**src/rtl/seg7_pkg.sv**
```systemverilog
// Shared constants, digit record type and hex-to-segment table for the
// four-digit seven-segment scan driver.
package seg7_pkg;

    localparam logic [7:0] SEG_BLANK = 8'hFF;
    localparam logic [3:0] SEL_NONE  = 4'hF;

    // Field positions inside a digit byte written by the processor.
    localparam int DP_BIT    = 4;
    localparam int BLANK_BIT = 7;

    // Snapshot entry: only the fields the display actually uses.
    typedef struct packed {
        logic       blank;
        logic       dp;
        logic [3:0] value;
    } digit_t;

    // Reset snapshot is a force-blanked digit so the panel stays dark
    // until the first real frame is captured.
    localparam digit_t DIGIT_RESET = '{blank: 1'b1, dp: 1'b0, value: 4'h0};

    // Active-low {g,f,e,d,c,b,a} pattern for a hex digit.
    function automatic logic [6:0] hex_to_seg(input logic [3:0] value);
        logic [6:0] seg;
        case (value)
            4'h0:    seg = 7'h40;
            4'h1:    seg = 7'h79;
            4'h2:    seg = 7'h24;
            4'h3:    seg = 7'h30;
            4'h4:    seg = 7'h19;
            4'h5:    seg = 7'h12;
            4'h6:    seg = 7'h02;
            4'h7:    seg = 7'h78;
            4'h8:    seg = 7'h00;
            4'h9:    seg = 7'h10;
            4'hA:    seg = 7'h08;
            4'hB:    seg = 7'h03;
            4'hC:    seg = 7'h46;
            4'hD:    seg = 7'h21;
            4'hE:    seg = 7'h06;
            4'hF:    seg = 7'h0E;
            default: seg = 7'h7F;
        endcase
        return seg;
    endfunction

endpackage

```
**src/rtl/seg7_scan_driver_if.sv**
```systemverilog
// Digit/brightness inputs from the display register bank and the pin-side
// outputs of the scan driver.
interface seg7_scan_driver_if;

    logic [7:0] IN_A;
    logic [7:0] IN_B;
    logic [7:0] IN_C;
    logic [7:0] IN_D;
    logic [3:0] BRIGHTNESS;
    logic       LZB;
    logic [3:0] SEG_SELECT;
    logic [7:0] DEC_OUT;
    logic       FRAME;

    // Register bank side: supplies digits and settings, reads back outputs.
    modport master (
        output IN_A, IN_B, IN_C, IN_D, BRIGHTNESS, LZB,
        input  SEG_SELECT, DEC_OUT, FRAME
    );

    // Scan driver side.
    modport slave (
        input  IN_A, IN_B, IN_C, IN_D, BRIGHTNESS, LZB,
        output SEG_SELECT, DEC_OUT, FRAME
    );

endinterface

```
**src/rtl/seg7_hex_decoder.sv**
```systemverilog
// Combinational hex value to active-low seven-segment pattern.
module seg7_hex_decoder
    import seg7_pkg::*;
(
    input  logic [3:0] value,
    output logic [6:0] seg_n
);

    // Table lookup of the segment pattern for the current digit value.
    always_comb begin
        seg_n = hex_to_seg(value);
    end

endmodule

```
**src/rtl/seg7_scan_driver.sv**
```systemverilog
// Time-multiplexed four-digit seven-segment scan driver: prescaler, PWM
// phase and digit counters, per-frame snapshot of the digit bytes,
// leading-zero / force blanking and registered pin outputs.
module seg7_scan_driver
    import seg7_pkg::*;
#(
    parameter int unsigned TICK_DIV = 6250
) (
    input  logic              CLK,
    input  logic              RESET,
    seg7_scan_driver_if.slave bus
);

    logic [15:0] pre_r;
    logic [3:0]  phase_r;
    logic [1:0]  dig_r;
    digit_t      snap_r [4];
    logic [3:0]  sel_r;
    logic [7:0]  dec_r;
    logic        frame_r;

    logic        tick_s;
    logic        slot_end_s;
    logic        frame_end_s;
    digit_t      cur_s;
    logic [6:0]  seg_s;
    logic        on_s;
    logic        lzb_blank_s;
    logic [3:0]  sel_nxt_s;
    logic [7:0]  dec_nxt_s;
    logic        unused_bits_s;

    assign tick_s      = (pre_r == 16'(TICK_DIV - 32'd1));
    assign slot_end_s  = tick_s && (phase_r == 4'd15);
    assign frame_end_s = slot_end_s && (dig_r == 2'd3);

    // Bits 6:5 of each digit byte carry no meaning for the display.
    assign unused_bits_s = ^{bus.IN_A[6:5], bus.IN_B[6:5], bus.IN_C[6:5], bus.IN_D[6:5]};

    // Prescaler: counts CLK cycles per PWM tick.
    always_ff @(posedge CLK or negedge RESET) begin
        if (!RESET) begin
            pre_r <= 16'd0;
        end else if (tick_s) begin
            pre_r <= 16'd0;
        end else begin
            pre_r <= pre_r + 16'd1;
        end
    end

    // PWM phase within the slot and digit index; the digit moves on after phase 15.
    always_ff @(posedge CLK or negedge RESET) begin
        if (!RESET) begin
            phase_r <= 4'd0;
            dig_r   <= 2'd0;
        end else if (tick_s) begin
            phase_r <= phase_r + 4'd1;
            dig_r   <= slot_end_s ? dig_r + 2'd1 : dig_r;
        end else begin
            phase_r <= phase_r;
            dig_r   <= dig_r;
        end
    end

    // Snapshot bank: all four digits are taken together at the end of digit 3's slot.
    always_ff @(posedge CLK or negedge RESET) begin
        if (!RESET) begin
            for (int i = 0; i < 4; i++) begin
                snap_r[i] <= DIGIT_RESET;
            end
        end else if (frame_end_s) begin
            snap_r[0] <= '{blank: bus.IN_A[BLANK_BIT], dp: bus.IN_A[DP_BIT], value: bus.IN_A[3:0]};
            snap_r[1] <= '{blank: bus.IN_B[BLANK_BIT], dp: bus.IN_B[DP_BIT], value: bus.IN_B[3:0]};
            snap_r[2] <= '{blank: bus.IN_C[BLANK_BIT], dp: bus.IN_C[DP_BIT], value: bus.IN_C[3:0]};
            snap_r[3] <= '{blank: bus.IN_D[BLANK_BIT], dp: bus.IN_D[DP_BIT], value: bus.IN_D[3:0]};
        end else begin
            snap_r <= snap_r;
        end
    end

    assign cur_s = snap_r[dig_r];

    seg7_hex_decoder u_hex_decoder (
        .value (cur_s.value),
        .seg_n (seg_s)
    );

    // Leading-zero suppression: a zero digit goes dark while every more
    // significant digit is also zero; a decimal point on a more significant
    // digit ends the suppression so readouts such as "0.00" keep their zeros.
    always_comb begin
        lzb_blank_s = 1'b0;
        case (dig_r)
            2'd0: lzb_blank_s = 1'b0;
            2'd1: lzb_blank_s = (snap_r[1].value == 4'h0)
                                && (snap_r[2].value == 4'h0) && !snap_r[2].dp
                                && (snap_r[3].value == 4'h0) && !snap_r[3].dp;
            2'd2: lzb_blank_s = (snap_r[2].value == 4'h0)
                                && (snap_r[3].value == 4'h0) && !snap_r[3].dp;
            2'd3: lzb_blank_s = (snap_r[3].value == 4'h0);
            default: lzb_blank_s = 1'b0;
        endcase
    end

    // Phase 0 is always dark so anodes never overlap across a slot change.
    assign on_s = (phase_r != 4'd0) && (phase_r <= bus.BRIGHTNESS);

    // Next pin values. A force-blanked digit drives neither anode nor
    // cathodes, which also keeps the panel dark before the first capture.
    always_comb begin
        sel_nxt_s = SEL_NONE;
        dec_nxt_s = SEG_BLANK;
        if (on_s && !cur_s.blank) begin
            sel_nxt_s = ~(4'b0001 << dig_r);
            if (bus.LZB && lzb_blank_s) begin
                dec_nxt_s = {~cur_s.dp, 7'h7F};
            end else begin
                dec_nxt_s = {~cur_s.dp, seg_s};
            end
        end else begin
            sel_nxt_s = SEL_NONE;
            dec_nxt_s = SEG_BLANK;
        end
    end

    // Output registers: pins and the frame pulse lag the counters by one cycle.
    always_ff @(posedge CLK or negedge RESET) begin
        if (!RESET) begin
            sel_r   <= SEL_NONE;
            dec_r   <= SEG_BLANK;
            frame_r <= 1'b0;
        end else begin
            sel_r   <= sel_nxt_s;
            dec_r   <= dec_nxt_s;
            frame_r <= frame_end_s;
        end
    end

    assign bus.SEG_SELECT = sel_r;
    assign bus.DEC_OUT    = dec_r;
    assign bus.FRAME      = frame_r;

endmodule

```
**src/flat_wrapper.sv**
```systemverilog
// flat-port wrapper written by rule: the top's interface ports become plain ports
module seg7_scan_driver_flat import seg7_pkg::*;
#(
    parameter int unsigned TICK_DIV = 6250
)
  (CLK, RESET, bus_IN_A, bus_IN_B, bus_IN_C, bus_IN_D, bus_BRIGHTNESS, bus_LZB, bus_SEG_SELECT, bus_DEC_OUT, bus_FRAME);
  seg7_scan_driver_if bus_i ();
  input  logic CLK;
  input  logic RESET;
  input wire logic [$bits(bus_i.IN_A)-1:0] bus_IN_A;
  input wire logic [$bits(bus_i.IN_B)-1:0] bus_IN_B;
  input wire logic [$bits(bus_i.IN_C)-1:0] bus_IN_C;
  input wire logic [$bits(bus_i.IN_D)-1:0] bus_IN_D;
  input wire logic [$bits(bus_i.BRIGHTNESS)-1:0] bus_BRIGHTNESS;
  input wire logic [$bits(bus_i.LZB)-1:0] bus_LZB;
  output wire logic [$bits(bus_i.SEG_SELECT)-1:0] bus_SEG_SELECT;
  output wire logic [$bits(bus_i.DEC_OUT)-1:0] bus_DEC_OUT;
  output wire logic [$bits(bus_i.FRAME)-1:0] bus_FRAME;
  assign bus_i.IN_A = bus_IN_A;
  assign bus_i.IN_B = bus_IN_B;
  assign bus_i.IN_C = bus_IN_C;
  assign bus_i.IN_D = bus_IN_D;
  assign bus_i.BRIGHTNESS = bus_BRIGHTNESS;
  assign bus_i.LZB = bus_LZB;
  assign bus_SEG_SELECT = bus_i.SEG_SELECT;
  assign bus_DEC_OUT = bus_i.DEC_OUT;
  assign bus_FRAME = bus_i.FRAME;
  seg7_scan_driver #(.TICK_DIV(TICK_DIV)) u_core (.CLK(CLK), .RESET(RESET), .bus(bus_i));
endmodule
```
**config.mk**
```make
export PLATFORM = sky130hd
export DESIGN_NAME = seg7_scan_driver_flat
export DESIGN_NICKNAME = d
export VERILOG_FILES = /design/src/rtl/seg7_pkg.sv /design/src/rtl/seg7_scan_driver_if.sv /design/src/rtl/seg7_hex_decoder.sv /design/src/rtl/seg7_scan_driver.sv /design/src/flat_wrapper.sv
export SDC_FILE = /design/constraint.sdc
export NUM_CORES = 1
export LEC_CHECK = 0
export CAP_MARGIN = 40
export CELL_PAD_IN_SITES_DETAIL_PLACEMENT = 1
export CELL_PAD_IN_SITES_GLOBAL_PLACEMENT = 1
export CORE_ASPECT_RATIO = 1.5
export CORE_MARGIN = 2
export CORE_UTILIZATION = 35
export CTS_CLUSTER_DIAMETER = 150
export DETAILED_ROUTE_END_ITERATION = 6
export GPL_TIMING_DRIVEN = 0
export PLACE_DENSITY_LB_ADDON = 0.1
export SYNTH_ARGS = -nofsm -noshare
export SYNTH_HDL_FRONTEND = slang
export SYNTH_SLANG_ARGS = --single-unit
```
**constraint.sdc**
```tcl
create_clock -name CLK -period 2.75 [get_ports CLK]
set_input_delay 0.4125 -clock CLK [delete_from_list [all_inputs] [get_ports CLK]]
set_output_delay 0.4125 -clock CLK [all_outputs]
set_load 0.05 [all_outputs]
```
==> run summary <==
Outcome = finished clean
Synth Cell Area = 2940 sq um
Clock Latency Late Sink = 0.32 ns
Pwr per Cell Area = 509 nW/um^2
CTS root buf = clkbuf_16
Initial Utilization = 0.354
Total GRT Usage = 0.155
HP Class = primary input to asynchronous set/reset pin
XOR/XNOR share of the synthesized area = 0.0506
Max VDD drop = 0.302 mV
Clock Path Buffers = 2
Max Slew Vio Count = 0
Period utilisation layout = 0.910
Max Clk Rate = 400 MHz
Fin worst setup slack = 0.247 ns
Post-DP Area = 3520 sq um
Die X = 78.9 um
Vias = 1,993
Mux cell area share after synthesis = 0.159
Diodes inserted = 0
Pin count of the biggest net entering global routing = 37
Clk sinks = 59
Grt ovf = 0
Synth Area in Compound Gates = 0.0383
H-Tree Depth = 3
TritonCTS Buffers = 9
Final Hold Vio Count = 0
Vias per inst = 4.93
CTS resizes = 0
Setup-failing EPs final = 0
DR iter-0 viols = 50
Max-cap violations = 0
Row cnt = 41
Tightest Pin Transition = 0.803 ns
Ports = 52
CTS tree = yes
DRT Pass-1 Iters = 4
Worst Reg2Reg Path Length in Cells = 7
Number of flops mapped to enable cells by yosys = 0
Fill cell count = 905
Skew final = 0.00490 ns
Synthesized-area fraction occupied by adder cells = 0.0808
Startpoint types = flip-flop
Syn-to-layout area delta = 28.7%
Proportion of layout cells with a drive suffix above 1 = 0.168
Max-slew headroom = 0.461
Die H = 116 um
Req. time, crit path = 2.94 ns
GP Congestion = 0.780
Distinct cells, synth = 41
Setup Fix Bufs, Post-CTS = 0
IO Port Bufs = 43
RSZ-0062 raised after global routing = false
Vias in the first global route = 2,157
Average routed wire per standard cell = 15.5 um
Total core area = 8310 sq um
Async S/R FF share, synth = 1.00
Simple-gate share of the synthesized area = 0.128
Antenna Violating Nets Remaining = 0
First-pass GRT wire length = 10,600 um
Remaining DRCs = 0
Placement Setup Slack = -0.0149 ns
Cells after Synth = 237
Cts hold-fix bufs = 0
CP arrival = 2.69 ns
Fin crit period = 2.50 ns
DP HPWL = 4740 um
FF+latch count, synth = 59
Sequential area share after synthesis = 0.509
Full die area = 9170 sq um
Element type at the critical path end = flip-flop
CP Launch Point = u_core.dig_r[1]
Initial antenna violation count = 0
Static Leak = 0.00162 uW
Routed WL = 6240 um
Largest family of logic cells by synthesized area = multiplexers
FF-to-FF Start = u_core.dig_r[1]
Final nets = 350
Max FO, Critical Path = 7
Ys flop type = dfrtp_1
Ys Warns = 0
Finished Cell Area = 3790 sq um
CP Class = flip-flop to flip-flop
Clock Pin Slew Worst Setup and Hold Paths = 0.05 ns
Syn_nets = 295
Post-Syn Area per Cell = 12.4 sq um
-- critical path, stage by stage, from the launching register on --
cell	delay, ns
dfrtp_1	0.37
clkbuf_1	0.37
inv_1	0.18
ha_1	0.35
nand3b_1	0.10
o31ai_1	0.09
nor3_1	0.63
o311ai_0	0.28
-- Yosys cell counts, types with 2 or more instances --
cell type	number	share of area
a21oi_1	5	0.0085
and3_1	3	0.0064
buf_8	2	0.010
clkbuf_1	4	0.0051
dfrtp_1	43	0.37
dfstp_2	16	0.14
ha_1	19	0.081
inv_1	12	0.015
mux2_1	19	0.073
mux2_2	6	0.023
mux2i_1	3	0.010
mux4_2	7	0.054
nand2_1	17	0.022
nand2b_1	2	0.0043
nand3_1	10	0.017
nand3b_1	2	0.0051
nand4_1	4	0.0085
nor2_1	15	0.019
nor2b_1	2	0.0043
nor3_1	4	0.0068
nor4_1	3	0.0064
o211ai_1	3	0.0077
o21ai_0	3	0.0051
xnor2_1	15	0.045
xor2_1	2	0.0060
-- worst paths after layout --
check	endpoint	slack (ns)
worst max-delay path	u_core.bus.DEC_OUT[6]	0.25
worst min-delay path	u_core.phase_r[3]	0.1
worst max register to register	u_core.bus.DEC_OUT[6]	0.25
worst min register to register	u_core.pre_r[15]	0.47
max in group asynchronous	u_core.snap_r[11]	2.00
min in group CLK	u_core.pre_r[15]	0.47
-- routing by layer --
metal,share of wire,wire length (um),up-vias,global-route usage
li1,-,-,948,-
met1,0.38,2350,1008,0.160
met2,0.57,3560,29,0.289
met3,0.034,212,8,0.0402
met4,0.018,113,0,0.0724
met5,0,0,-,0
-- kinds of logic after synthesis --
logic type	Yosys count
AO/OA/AOI/OAI	17
XOR/XNOR	17
adder cells (fa/ha/maj)	19
buffers and inverters	20
flip-flops	59
multiplexers	35
AND/OR/NAND/NOR	70
-- sequential cells by signal, summed over array words and instances, names as in the netlist --
| signal | cells |
|---|---|
| u_core.pre_r | 16 |
| u_core.dig_r | 2 |
| u_core.snap_r | 24 |
| u_core.bus.SEG_SELECT | 4 |
| u_core.phase_r | 4 |
| u_core.bus.FRAME | 1 |
| u_core.bus.DEC_OUT | 8 |
-- through the flow --
step / hold WS, ns / instances / setup TNS, ns / total power (uW) / util
4_1_cts: 0.109 / 404 / 0 / 1970 / 0.456
2_1_floorplan: 0.117 / 237 / 0 / 889 / -
3_3_place_gp: 0.460 / 387 / -32.47 / 952 / 0.422
3_5_place_dp: 0.459 / 388 / -0.0149 / 955 / 0.424
5_1_grt: 0.139 / 404 / 0 / 2020 / 0.456
6_report: 0.0979 / 404 / 0 / 1930 / 0.456
-- power by group --
group / total (uW) / internal, uW / leakage [uW] / switching [uW]
sequential: 871 / 871 / 0.000754 / 0
clock: 990 / 628 / 0.000133 / 362
combinational: 68.2 / 41.9 / 0.000729 / 26.3
-- cells in the final DEF, fill, tap and decap left out, types with 4 or more instances in the layout --
cell type         n
nand3_1          10
nand4_1           4
clkdlybuf4s50_1  42
nand2_1          17
inv_1            12
dfrtp_1          43
clkbuf_16         9
ha_1             19
nor2_1           15
clkbuf_1          7
mux2_1           19
mux4_2            7
mux2_2            6
nor3_1            4
dfstp_2          16
xnor2_1          15
a21oi_1           5
-- layout make-up --
| type | instances | area, sq um | area share |
|---|---|---|---|
| plain buffers | 8 | 57.6 | 0.0152 |
| clock buffers | 13 | 250 | 0.0661 |
| clock inverters | 3 | 15.0 | 0.00396 |
| inverters | 12 | 45.0 | 0.0119 |
| multi-input cells | 158 | 1340 | 0.355 |
| flip-flops and latches | 59 | 1500 | 0.395 |
| well taps | 107 | 134 | 0.0353 |
| repair buffers | 44 | 445 | 0.118 |
Note: power is estimated with default switching activity, not from simulation.
